<file path="config.mk">
export PLATFORM = sky130hd
export DESIGN_NAME = fifo_wr_arbiter
export DESIGN_NICKNAME = d
export VERILOG_FILES = /design/src/rtl/fifo_wr_arbiter.sv
export SDC_FILE = /design/constraint.sdc
export NUM_CORES = 1
export LEC_CHECK = 0
export ABC_AREA = 1
export CAP_MARGIN = 20
export CORE_MARGIN = 1
export CORE_UTILIZATION = 47
export DETAILED_ROUTE_END_ITERATION = 7
export PLACE_DENSITY = 0.88
export REMOVE_ABC_BUFFERS = 1
export SYNTH_ARGS = -nofsm -noshare
export SYNTH_HDL_FRONTEND = slang
export SYNTH_SLANG_ARGS = --single-unit
</file>
<file path="constraint.sdc">
create_clock -name wclk -period 6.3 [get_ports wclk]
set_clock_uncertainty 0.05 [all_clocks]
set_input_delay 1.575 -clock wclk [delete_from_list [all_inputs] [get_ports wclk]]
set_output_delay 1.575 -clock wclk [all_outputs]
set_load 0.01 [all_outputs]
</file>
<file path="src/rtl/fifo_wr_arbiter.sv">
// Write-side controller for the shared FIFO memory: round-robin producer
// arbitration with burst locking, write pointer and registered full flag.
module fifo_wr_arbiter #(
    parameter int DATA_SIZE = 8,
    parameter int ADDR_SIZE = 4,
    parameter int NUM_REQ   = 4,
    parameter int MAX_BURST = 4
) (
    input  logic                         wclk,
    input  logic                         wrst_n,
    input  logic [NUM_REQ-1:0]           req,
    input  logic [NUM_REQ*DATA_SIZE-1:0] req_data,
    input  logic [ADDR_SIZE:0]           wq2_rptr,
    output logic [NUM_REQ-1:0]           gnt,
    output logic [DATA_SIZE-1:0]         wdata,
    output logic [ADDR_SIZE-1:0]         waddr,
    output logic                         wclk_en,
    output logic [ADDR_SIZE:0]           wptr,
    output logic                         wfull
);

    localparam int IW = $clog2(NUM_REQ);

    typedef enum logic {IDLE, LOCK} state_t;

    state_t              state, state_nxt;
    logic [IW-1:0]       owner, owner_nxt;
    logic [IW-1:0]       rr_ptr, rr_nxt;
    logic [3:0]          cnt, cnt_nxt, cnt_inc;
    logic [IW-1:0]       rr_win, win, win_inc;
    logic                rr_hit, locked, win_vld, accept;
    logic [ADDR_SIZE:0]  wbin, wbin_next, wgray_next, rptr_full;

    // Scan downward so the lowest offset from rr_ptr is the last writer.
    always_comb begin
        logic [IW-1:0] idx;
        rr_hit = 1'b0;
        rr_win = '0;
        idx    = '0;
        for (int i = NUM_REQ - 1; i >= 0; i--) begin
            idx = IW'((int'(rr_ptr) + i) % NUM_REQ);
            if (req[idx]) begin
                rr_hit = 1'b1;
                rr_win = idx;
            end
        end
    end

    always_comb begin
        locked  = (state == LOCK) && req[owner];
        win_vld = locked || rr_hit;
        win     = locked ? owner : rr_win;
        win_inc = (int'(win) == NUM_REQ - 1) ? '0 : win + 1'b1;
        accept  = !wfull && win_vld;
        cnt_inc = cnt + 4'd1;
    end

    always_comb begin
        gnt     = '0;
        wdata   = '0;
        wclk_en = accept;
        if (accept) begin
            gnt   = NUM_REQ'(1) << win;
            wdata = req_data[win*DATA_SIZE +: DATA_SIZE];
        end
    end

    always_comb begin
        state_nxt = state;
        owner_nxt = owner;
        cnt_nxt   = cnt;
        rr_nxt    = rr_ptr;
        unique case (1'b1)
            accept && locked: begin
                cnt_nxt = cnt_inc;
                if (cnt_inc == 4'(MAX_BURST))
                    state_nxt = IDLE;
            end
            accept && !locked: begin
                owner_nxt = win;
                cnt_nxt   = 4'd1;
                rr_nxt    = win_inc;
                state_nxt = (MAX_BURST > 1) ? LOCK : IDLE;
            end
            !accept && !wfull && (state == LOCK): begin
                state_nxt = IDLE;
            end
            default: ;
        endcase
    end

    always_comb begin
        wbin_next  = wbin + {{ADDR_SIZE{1'b0}}, wclk_en};
        wgray_next = wbin_next ^ (wbin_next >> 1);
        rptr_full  = {~wq2_rptr[ADDR_SIZE:ADDR_SIZE-1],
                      wq2_rptr[ADDR_SIZE-2:0]};
        waddr      = wbin[ADDR_SIZE-1:0];
    end

    always_ff @(posedge wclk or negedge wrst_n) begin
        if (!wrst_n) begin
            state  <= IDLE;
            owner  <= '0;
            cnt    <= '0;
            rr_ptr <= '0;
            wbin   <= '0;
            wptr   <= '0;
            wfull  <= 1'b0;
        end else begin
            state  <= state_nxt;
            owner  <= owner_nxt;
            cnt    <= cnt_nxt;
            rr_ptr <= rr_nxt;
            wbin   <= wbin_next;
            wptr   <= wgray_next;
            wfull  <= (wgray_next == rptr_full);
        end
    end

endmodule

</file>
Word-level counts from Yosys, hierarchy flattened. Cells that the tools add are included.

Bits in registers: 20. Input bits: 43. Output and inout port bits: 23. Logic and storage cells: 64.

$add $sub $neg: 6. $lt $le $gt $ge: 5. Equality and inequality tests: 4. Shifts and indexed selects: 2. Muxes and demuxes: 25. Bitwise operators: 2. Reductions and logical operators: 13.

Operators with widths (number): $shiftx A32 B6 Y8 (1); $lt A2 B3 Y1 const B (5); $mux W2 (6); $bmux W1 S2 (5); $mux W1 (10); $mux W8 (1); $pmux W4 S2 (1); $logic_and A1 B1 Y1 (6); $add A5 B1 Y5 (1); $eq A5 B5 Y1 (1); $xor A5 B4 Y5 (1); $add A2 B1 Y2 const B (2); $add A2 B2 Y2 const B (2); $add A4 B1 Y4 const B (1); $eq A4 B3 Y1 const B (1); $mux W4 (1); $shl A1 B2 Y4 const A (1); $logic_not A1 Y1 (3); $pmux W1 S3 (1); $reduce_bool A3 Y1 (1); $eq A2 B1 Y1 const B (1); $ne A2 B1 Y1 const B (1); $not A2 Y2 (1); $reduce_and A2 Y1 (1); other kinds (2) (2).

Logic depth before layout (Yosys ltp).
Word-level depth: 14. Mapped depth: 15. Depth with buffers taken out: 13.

Least setup slack after synthesis. OpenSTA, ideal clock, no wires.

Kind: input to output. Start point: input port req[1]. End point: output port gnt[3]. Arrival: 2832 ps. Data required time: 4675 ps. Slack: 1843 ps. Cell stages on the path: 12. Buffers on the path: 1. Cell sequence: inv_1 > o21ai_0 > nand2_2 > nand3_2 > nand2_1 > nand2_2 > nand2_4 > nand2_4 > buf_6 > ha_1 > inv_1 > nor2_1.

Longest elaborated chain between the ends: 9. Elaborated cells between the ends (all ways): 24. Classes of those cells: 1 x shift; 20 x mux; 3 x reduce/logical.

Ends and longest elaborated chain: start, declared (RTL line 11) `input logic [NUM_REQ-1:0] req,`; $bmux W1 S2 (RTL line 42) `if (req[idx]) begin`; $mux W1 (not written as such) (RTL line 42); $mux W2 (4 in series) (RTL line 42); $mux W2 * (RTL line 52) `win = locked ? owner : rr_win;`; net win[0] (RTL line 30) `logic [IW-1:0] rr_win, win, win_inc;`; $shl A1 B2 Y4 * (RTL line 63) `gnt = NUM_REQ'(1) << win;`; $mux W4 * (RTL line 62) `if (accept) begin`; end, declared (RTL line 14) `output logic [NUM_REQ-1:0] gnt,`.

The timed path passes the listed nets; every way through them passes the cells marked *. The select of a mux whose other input is x is not followed.

Worst setup path in the final report.
Start point: input port req[1]. End point: output port gnt[2].

Longest elaborated chain between the ends: 9. Elaborated cells between the ends (all ways): 24. Classes of those cells: 1 x shift; 20 x mux; 3 x reduce/logical.

Ends and longest elaborated chain (RTL line): $bmux W1 S2 (42); $mux W1 (not written as such) (42); $mux W2 or $mux W1 (tied branches) (4 in series) (42); $mux W2 or $logic_or A1 B1 Y1 (tied branches) (52, 51); $shl A1 B2 Y4 or $logic_and A1 B1 Y1 (tied branches) (63, 54); $mux W4 * (62).

Every way passes the cells marked *; elsewhere a longest branch is shown, timed or not. The select of a mux whose other input is x is not followed.

==> results.md <==
- CTS tree: yes
- Core ar.: 0.00334 mm²
- Via-to-Cell Ratio: 4.94
- Slowest cell on the critical path: clkdlybuf4s50_1
- Starting Density: 49.0%
- GRT overflow: 0
- CTS buffer count: 3
- Relative slew slack: 46.1%
- NumNets Final: 352
- Commonest cells after routing, fill and taps aside: clkdlybuf4s50_1 (65), nand2_1 (57), inv_1 (41)
- CP max stage delay: 560 ps
- Largest net degree at the start of global routing: 20
- Global-route wire length before repair: 6370 µm
- Hold WC Path Type: reg -> reg
- Sequential cell area fraction in the yosys report: 29.1%
- Number of clock sinks: 19
- Max clock buf depth: 2
- Commonest non-fill, non-tap cell in the layout: clkdlybuf4s50_1
- Standard-cell rows: 21
- Status: completed
- Initial antenna violation count: 0
- DRC errors left: 0
- CP Launch Point: req[1]
- Gpl congestion: 0.905
- VDD IR-drop max: 0.421 mV
- Total setup buffers inserted after CTS: 0
- I/O pin cnt: 66
- Htree depth: 1
- Post-Synthesis Cells: 237
- Pre-antenna DRT Iters: 4
- R2r endpoint: wfull$_DFF_PN0_
- Final hold slack: 480 ps
- Fmax: 177 MHz
- Critical path class: in -> out
- Syn_area_per_cell: 6.89 µm²
- Pleak: 0.00113 µW
- R2r setup slk: 3650 ps
- Final Cell Area: 0.00231 mm²
- Post-CTS sizing: 0
- CP required: 4680 ps
- Final Hold Viols: 0
- Critical Path Sink: gnt[2]
- Number of global-route vias before repair: 1519
- Die W: 61.0 µm
- DP Area: 0.00229 mm²
- Antenna-violating nets left: 0
- Setup TNS: 0 ps
- Total track usage: 22.6%
- WL/cell: 11.5 µm
- FF+latch count, synth: 19
- Fraction of layout cells with a size suffix above 1: 6.33%
- Worst-case reg-to-reg path depth: 12
- Max_cap viols: 0
- CP Cell Sequence: clkdlybuf4s50_1 > inv_1 > o21ai_0 > nand2_2 > nand3_2 > a21oi_2 > nand2_4 > nand2_4 > inv_2 > ha_1 > inv_1 > nor2_1 > clkdlybuf4s50_1
- # hold bufs at CTS: 0
- Worst setup EP type: output port
- Die H: 61.0 µm
- Fin. max-slew vios: 0
- Port Buffers: 65
- Non-filler cells, final: 346
- Utilization after layout: 69.3%
- Clk_lat worst skew: 290 ps
- Synth unique cells: 27
- RSZ-0062 raised after global routing: no
- Area Overhead vs Synth: 41.5%
- Root buf cell: clkbuf_4
- Final cycle utilization of the critical path: 89.5%
- HPWL Detailed: 3120 µm
- Die ar.: 0.00372 mm²
- Final setup vio count: 0
- Crit path max fanout: 19
- Vias: 1709
- Inst Count DP: 342
- Clock-pin slew on the worst setup and hold paths: 100 ps
- PD cells: 679 mW/mm²
- Worst EP arrival: 4010 ps
- Iter 0 DRT Violations: 134
- R2r startpoint: wfull$_DFF_PN0_
- Worst Tran Pin Value: 805 ps
- Post-Syn Area: 0.00163 mm²
- Antenna diodes: 0
- Warnings from Yosys: 0
- Total wire length: 3990 µm
- Period minus WS final: 5640 ps
- CP Launch Type: input pin
synth_stat cells:
master,count,area [µm²]
ha_1,8,100
nand3b_1,8,60.1
xor2_1,6,52.6
nand2_1,57,214
nand2_4,2,22.5
nand3_2,1,10.0
inv_1,41,154
inv_2,4,15.0
o21ai_0,7,35.0
nand2_2,4,25.0
nand4_1,1,6.26
buf_6,4,45.0
o21bai_1,1,7.51
o21ai_4,1,16.3
dfrtp_1,19,475
a21oi_1,9,45.0
and3_4,1,11.3
nor4_2,1,12.5
or2_2,1,6.26
and2_1,1,6.26
xnor2_1,6,52.6
buf_4,1,7.51
nor2_1,11,41.3
a21oi_2,1,8.76
clkbuf_1,1,3.75
nand3_1,38,190
o21ai_1,2,10.0
per-stage QoR:
stage	setup WS, ps	power, µW
finish	661	1570
global route	419	1740
CTS	689	1570
detailed placement	691	1510
global placement	719	1470
floorplan	1860	1020
worst min-delay path by stage:
stage	from	endpoint	slack, ps	cells after the start
global route	cnt[3]$_DFFE_PN0P_	cnt[3]$_DFFE_PN0P_	520	2
CTS	state$_DFFE_PN0P_	state$_DFFE_PN0P_	480	2
global placement	state$_DFFE_PN0P_	state$_DFFE_PN0P_	440	2
detailed placement	state$_DFFE_PN0P_	state$_DFFE_PN0P_	450	2
finish	state$_DFFE_PN0P_	state$_DFFE_PN0P_	480	2
floorplan	state$_DFFE_PN0P_	state$_DFFE_PN0P_	410	2
critical path: cells and delay by family:
kind | cells | cell delay [ps]
buffers and inverters | 5 | 1260
adder cells (fa/ha/maj) | 1 | 150
AND/OR/NAND/NOR | 5 | 710
AO/OA/AOI/OAI | 2 | 330
metal layers:
| metal | GRT usage (%) | wire, µm |
|---|---|---|
| met5 | 0 | 0 |
| met4 | 6.49 | 37 |
| met1 | 30.4 | 1740 |
| met2 | 38.3 | 2070 |
| met3 | 2.77 | 145 |
final cells by class:
| cell class | instances | area [µm²] |
|---|---|---|
| Fill cell | 296 | 1020 |
| Tap cell | 46 | 57.6 |
| Multi-Input combinational cell | 167 | 933 |
| Sequential cell | 19 | 475 |
| Clock buffer | 4 | 26.3 |
| Timing Repair Buffer | 65 | 651 |
| Inverter | 45 | 169 |
kinds of logic after synthesis:
| family | synth area share (%) |
|---|---|
| AOI/OAI and AO/OA | 7.50 |
| and+or+nand+nor | 37.1 |
| xor gates and xnor gates | 6.43 |
| buffers and inverters | 13.8 |
| DFF | 29.1 |
| adders and majority gates | 6.13 |
sequential cells by signal, summed over array words and instances, names as in the netlist:
register and cells:
wptr 4, rr_ptr 2, wfull 1, owner 2
wbin 5, state 1, cnt 4
power breakdown:
part / switching [µW] / total, µW / internal (µW)
registers: 54.2 / 242 / 188
clock network: 36.0 / 60.7 / 24.7
logic: 693 / 1270 / 574
total: 783 / 1570 / 787
No activity file was read; power rests on OpenSTA's default activity.
